$ cat config.mk
export PLATFORM = sky130hd
export DESIGN_NAME = cpu_controller
export DESIGN_NICKNAME = d
export VERILOG_FILES = /design/src/rtl/cpu_pkg.sv /design/src/rtl/cpu_controller.sv
export SDC_FILE = /design/constraint.sdc
export NUM_CORES = 1
export LEC_CHECK = 0
export CAP_MARGIN = 20
export CORE_AREA = 5 5 42 44
export CTS_BUF_LIST = sky130_fd_sc_hd__clkbuf_8
export CTS_CLUSTER_SIZE = 14
export DETAILED_ROUTE_END_ITERATION = 10
export DIE_AREA = 0 0 47 49
export PLACE_DENSITY_LB_ADDON = 0.2
export SLEW_MARGIN = 20
export SYNTH_ARGS = -nofsm -noshare
export SYNTH_HDL_FRONTEND = slang
export SYNTH_SLANG_ARGS = --single-unit
export TNS_END_PERCENT = 50
$ cat constraint.sdc
create_clock -name clk -period 2 [get_ports clk]
set_clock_uncertainty 0.15 [all_clocks]
set_input_delay 0.4 -clock clk [delete_from_list [all_inputs] [get_ports clk]]
set_output_delay 0.4 -clock clk [all_outputs]
set_load 0.01 [all_outputs]
$ cat src/rtl/cpu_pkg.sv
// Shared types for the 8-bit accumulator CPU: opcodes, controller phases,
// controller state and the strobe bundle driven into the datapath.
package cpu_pkg;

  typedef enum logic [2:0] {
    HLT = 3'd0,
    SKZ = 3'd1,
    ADD = 3'd2,
    AND = 3'd3,
    XOR = 3'd4,
    LDA = 3'd5,
    STO = 3'd6,
    JMP = 3'd7
  } opcode_t;

  typedef enum logic [2:0] {
    INST_ADDR  = 3'd0,
    INST_FETCH = 3'd1,
    INST_LOAD  = 3'd2,
    IDLE       = 3'd3,
    OP_ADDR    = 3'd4,
    OP_FETCH   = 3'd5,
    ALU_OP     = 3'd6,
    STORE      = 3'd7
  } phase_t;

  // HALTED is the phase counter frozen at OP_ADDR with the halted flag set.
  typedef struct packed {
    logic   halted;
    phase_t phase;
  } ctrl_state_t;

  localparam ctrl_state_t RESET_STATE  = '{halted: 1'b0, phase: INST_ADDR};
  localparam ctrl_state_t HALTED_STATE = '{halted: 1'b1, phase: OP_ADDR};

  typedef struct packed {
    logic sel;
    logic rd;
    logic ld_ir;
    logic inc_pc;
    logic ld_pc;
    logic data_e;
    logic ld_ac;
    logic wr;
    logic halt;
  } strobes_t;

  function automatic logic is_aluop(opcode_t op);
    return (op == ADD) || (op == AND) || (op == XOR) || (op == LDA);
  endfunction

endpackage

$ cat src/rtl/cpu_controller.sv
// Instruction sequencer: walks the 8-phase instruction cycle and decodes
// state plus opcode into the datapath control strobes.
module cpu_controller
  import cpu_pkg::*;
(
  input  logic       clk,
  input  logic       rst,
  input  logic [2:0] opcode,
  input  logic       is_zero,
  output logic       sel,
  output logic       rd,
  output logic       ld_ir,
  output logic       inc_pc,
  output logic       ld_pc,
  output logic       data_e,
  output logic       ld_ac,
  output logic       wr,
  output logic       halt,
  output logic [2:0] phase
);

  // Protocol: the controller is the initiator. opcode must be stable from
  // OP_ADDR through STORE; ld_ac is a single-cycle strobe in STORE and the
  // accumulator captures on the edge that ends it. There is no back-pressure.

  opcode_t     op;
  ctrl_state_t state_q;
  ctrl_state_t state_d;
  strobes_t    s;
  logic        aluop;

  assign op    = opcode_t'(opcode);
  assign aluop = is_aluop(op);

  always_ff @(posedge clk) begin
    if (rst) begin
      state_q <= RESET_STATE;
    end else begin
      state_q <= state_d;
    end
  end

  always_comb begin
    state_d = state_q;
    if (!state_q.halted) begin
      if ((state_q.phase == OP_ADDR) && (op == HLT)) begin
        state_d = HALTED_STATE;
      end else begin
        state_d.phase = phase_t'(state_q.phase + 3'd1);
      end
    end
  end

  always_comb begin
    s = '0;
    if (state_q.halted) begin
      s.halt = 1'b1;
    end else begin
      unique case (state_q.phase)
        INST_ADDR: begin
          s.sel = 1'b1;
        end
        INST_FETCH: begin
          s.sel = 1'b1;
          s.rd  = 1'b1;
        end
        INST_LOAD, IDLE: begin
          s.sel   = 1'b1;
          s.rd    = 1'b1;
          s.ld_ir = 1'b1;
        end
        OP_ADDR: begin
          s.inc_pc = 1'b1;
        end
        OP_FETCH: begin
          s.rd = aluop;
        end
        ALU_OP: begin
          // The extra increment here is what makes SKZ skip the next word.
          s.rd     = aluop;
          s.inc_pc = (op == SKZ) && is_zero;
          s.ld_pc  = (op == JMP);
          s.data_e = (op == STO);
        end
        STORE: begin
          s.rd     = aluop;
          s.ld_ac  = aluop;
          s.inc_pc = (op == JMP);
          s.ld_pc  = (op == JMP);
          s.data_e = (op == STO);
          s.wr     = (op == STO);
        end
        default: begin
          s = '0;
        end
      endcase
    end
  end

  assign sel    = s.sel;
  assign rd     = s.rd;
  assign ld_ir  = s.ld_ir;
  assign inc_pc = s.inc_pc;
  assign ld_pc  = s.ld_pc;
  assign data_e = s.data_e;
  assign ld_ac  = s.ld_ac;
  assign wr     = s.wr;
  assign halt   = s.halt;
  assign phase  = state_q.phase;

endmodule

==> results.cfg <==
[run_status]
status = finished with violations
failed_checks = setup timing

[worst_setup_path]
slowest_stage = or3_4
critPathKind = register to output port
setup.worst_path.end_class = output port
crit_buf_inv = 3
crit_family = simple AND/OR/NAND/NOR gates
max_stage_delay_ns = 0.36
cp.required_ns = 1.45
critPathArrivalTime_ns = 1.59
cp-start-kind = register
path_max_fanout = 3
crit_chain = inv_2 > ha_4 > buf_6 > or3_4 > a21oi_2 > nor2_1 > buf_2

[route]
drt-total-wl_mm = 1.38
drt_pre_antenna_iters = 4
detail_route.wl_per_cell_um = 13.0
ant_nets = 0
vias = 516
drt_iter0_drc = 10
drc = 0
viasPerCell = 4.87

[run]
maxCapViolCount = 0

[clocking]
cts.sink_count = 4
cts_tree = yes
cts-root-buf = clkbuf_8
clk_latency_ns = 0.21
cts.htree.levels = 1
numCtsBuffers = 3
clockBufferDepth = 2
path_clk_slew_ns = 0.03

[power_and_ir_drop]
total_power_w = 0.000479
p_clk_frac = 0.346
p_leak_nw = 0.364
p_int_w = 0.000337
seqPwrFrac = 0.199
power_density_mw_per_mm2 = 562
combinationalPowerShare = 0.455
irDropWorstVdd_uv = 487
swShare = 0.295
p_switching_w = 0.000141

[logic_synthesis]
ys_ff_latch = 4
netlist_instances = 49
synth.area.top_cells = dfxtp_1, ha_1, nor2_1, a21oi_1, inv_1
synth.avg_cell_area_um2 = 7.53
yosysUniqueCellTypes = 23
syn_nets = 61
synth.yosys.seq_area_share = 0.217
synth_area_um2 = 369
synthFlopType = dfxtp_1
yosys.area.top_type_share = 0.217
yosys_warnings = 0
yosysTopAreaCell = dfxtp_1
yosysMostFrequentCell = nor2_1
ys_top_cells_by_count = nor2_1, ha_1, a21oi_1, dfxtp_1, inv_1
synth_edf_count = 0
ys_async_sr_fraction = 0

[die]
io_pins = 18
die_w_um = 47
dieArea_mm2 = 0.00230
initial_core_util = 0.263
die_h_um = 49
num_rows = 14
fp.coreArea_mm2 = 0.00140

[place]
gp_congestion = 0.724
dpl.hpwl_um = 975
io_buffer_count = 17
dp_cells = 100

[timing]
fin_ws_ns = -0.139
tns_ns = -0.531
maxSlewHeadroom = 0.794
maxSlewViolCount = 0
worstMarginPinSlew_ns = 0.301
period_share = 1.07
min_period_ns = 2.14
max_freq_mhz = 468
hold_viol_final = 0
setup_viol = 8
rsz0062_at_grt = true

[layout]
regArea_um2 = 82.6
final_cells = 106
multi_input_area_um2 = 378
fillCellCount = 130
num_antenna_cells = 0
final_core_util = 0.608
drive_above_1_share = 0.633
layout.nets = 104
syn_to_final_growth_pct = 131

[global_routing]
overflow = 0
grt_pass1_wl_mm = 2.24
grt_pass1_vias = 525
grt_usage = 0.130
grt_max_degree = 8
antenna_found_initial = 0

[worst_hold_path]
hold_class = register to register
-- path summary, 6_finish.rpt --
| path | start | endpoint | slack, ns | cells past startpoint |
|---|---|---|---|---|
| max | phase[0] | sel | -0.14 | 7 |
| min | phase[1] | phase[1] | 0.49 | 3 |
| max reg2reg | phase[1] | phase[2] | 0.09 | 8 |
| min reg2reg | phase[1] | phase[1] | 0.49 | 3 |
-- kinds of logic after synthesis --
family | Yosys count | share of synthesized area
simple gates | 23 | 0.325
compound gates | 10 | 0.180
fa+ha+maj | 6 | 0.203
buf+inv | 5 | 0.0508
flops | 4 | 0.217
xor+xnor | 1 | 0.0237
-- timing repair --
action	CTS	global route
pin swaps	8	9
resized for setup	63	9
endpoints found under the setup margin	8	8
buffers inserted	1	2
hold buffers	0	0
-- flip-flops by register name, summed over array words and instances, names as in the netlist --
signal   count
phase        3
state_q      1
-- power by group through the flow --
stage | combinational, W | clock (W) | sequential, W
2_1_floorplan | 0.0000602 | 0 | 0.000101
3_3_place_gp | 0.000179 | 0 | 0.0000927
3_5_place_dp | 0.000180 | 0 | 0.0000932
4_1_cts | 0.000193 | 0.000172 | 0.0000958
5_1_grt | 0.000239 | 0.000176 | 0.0000957
6_report | 0.000218 | 0.000166 | 0.0000955
-- tightest hold or removal path, stage by stage, from the launching register on --
cell,delay (ns)
dfxtp_2,0.33
buf_6,0.12
inv_4,0.06
a2111oi_0,0.08
-- area by class of cell --
| cell class | instances | share of cell area |
|---|---|---|
| sequential | 4 | 0.0969 |
| multi-input combinational | 40 | 0.443 |
| clock buffer | 3 | 0.0485 |
| inverter | 4 | 0.0206 |
| timing repair buffer | 39 | 0.367 |
| tap | 16 | 0.0235 |
-- placed cells by master (no fill, tap or decap), drive strengths merged --
master and n:
nand2 4, o31a 1, or4 3, ha 6, inv 4, dlygate4sd2 4
buf 30, nor4b 1, clkbuf 3, or3 1, o2bb2ai 1, a2111oi 1
nand4 1, nand3 1, a21oi 4, dfxtp 4, nor2 9, xnor2 1
o21ai 1, clkdlybuf4s50 5, nor4 1, a311oi 1, a31oi 1, nor3 2
-- routing by layer --
metal	up-vias	track usage	wire length, um
met1	243	0.161	588
met3	0	0.0111	52
met4	0	0.0691	0
met5	-	0	0
met2	10	0.210	734
li1	263	-	-
-- per-stage QoR --
| step | hold slack, ns | worst slack (ns) | cell area (um^2) |
|---|---|---|---|
| 3_3_place_gp | 0.458 | -0.593 | 698 |
| 4_1_cts | 0.505 | -0.141 | 803 |
| 2_1_floorplan | 0.319 | 0.0431 | 369 |
| 3_5_place_dp | 0.476 | -0.614 | 698 |
| 6_report | 0.487 | -0.139 | 852 |
| 5_1_grt | 0.518 | -0.209 | 852 |
Power figures use the tool's default switching activity.
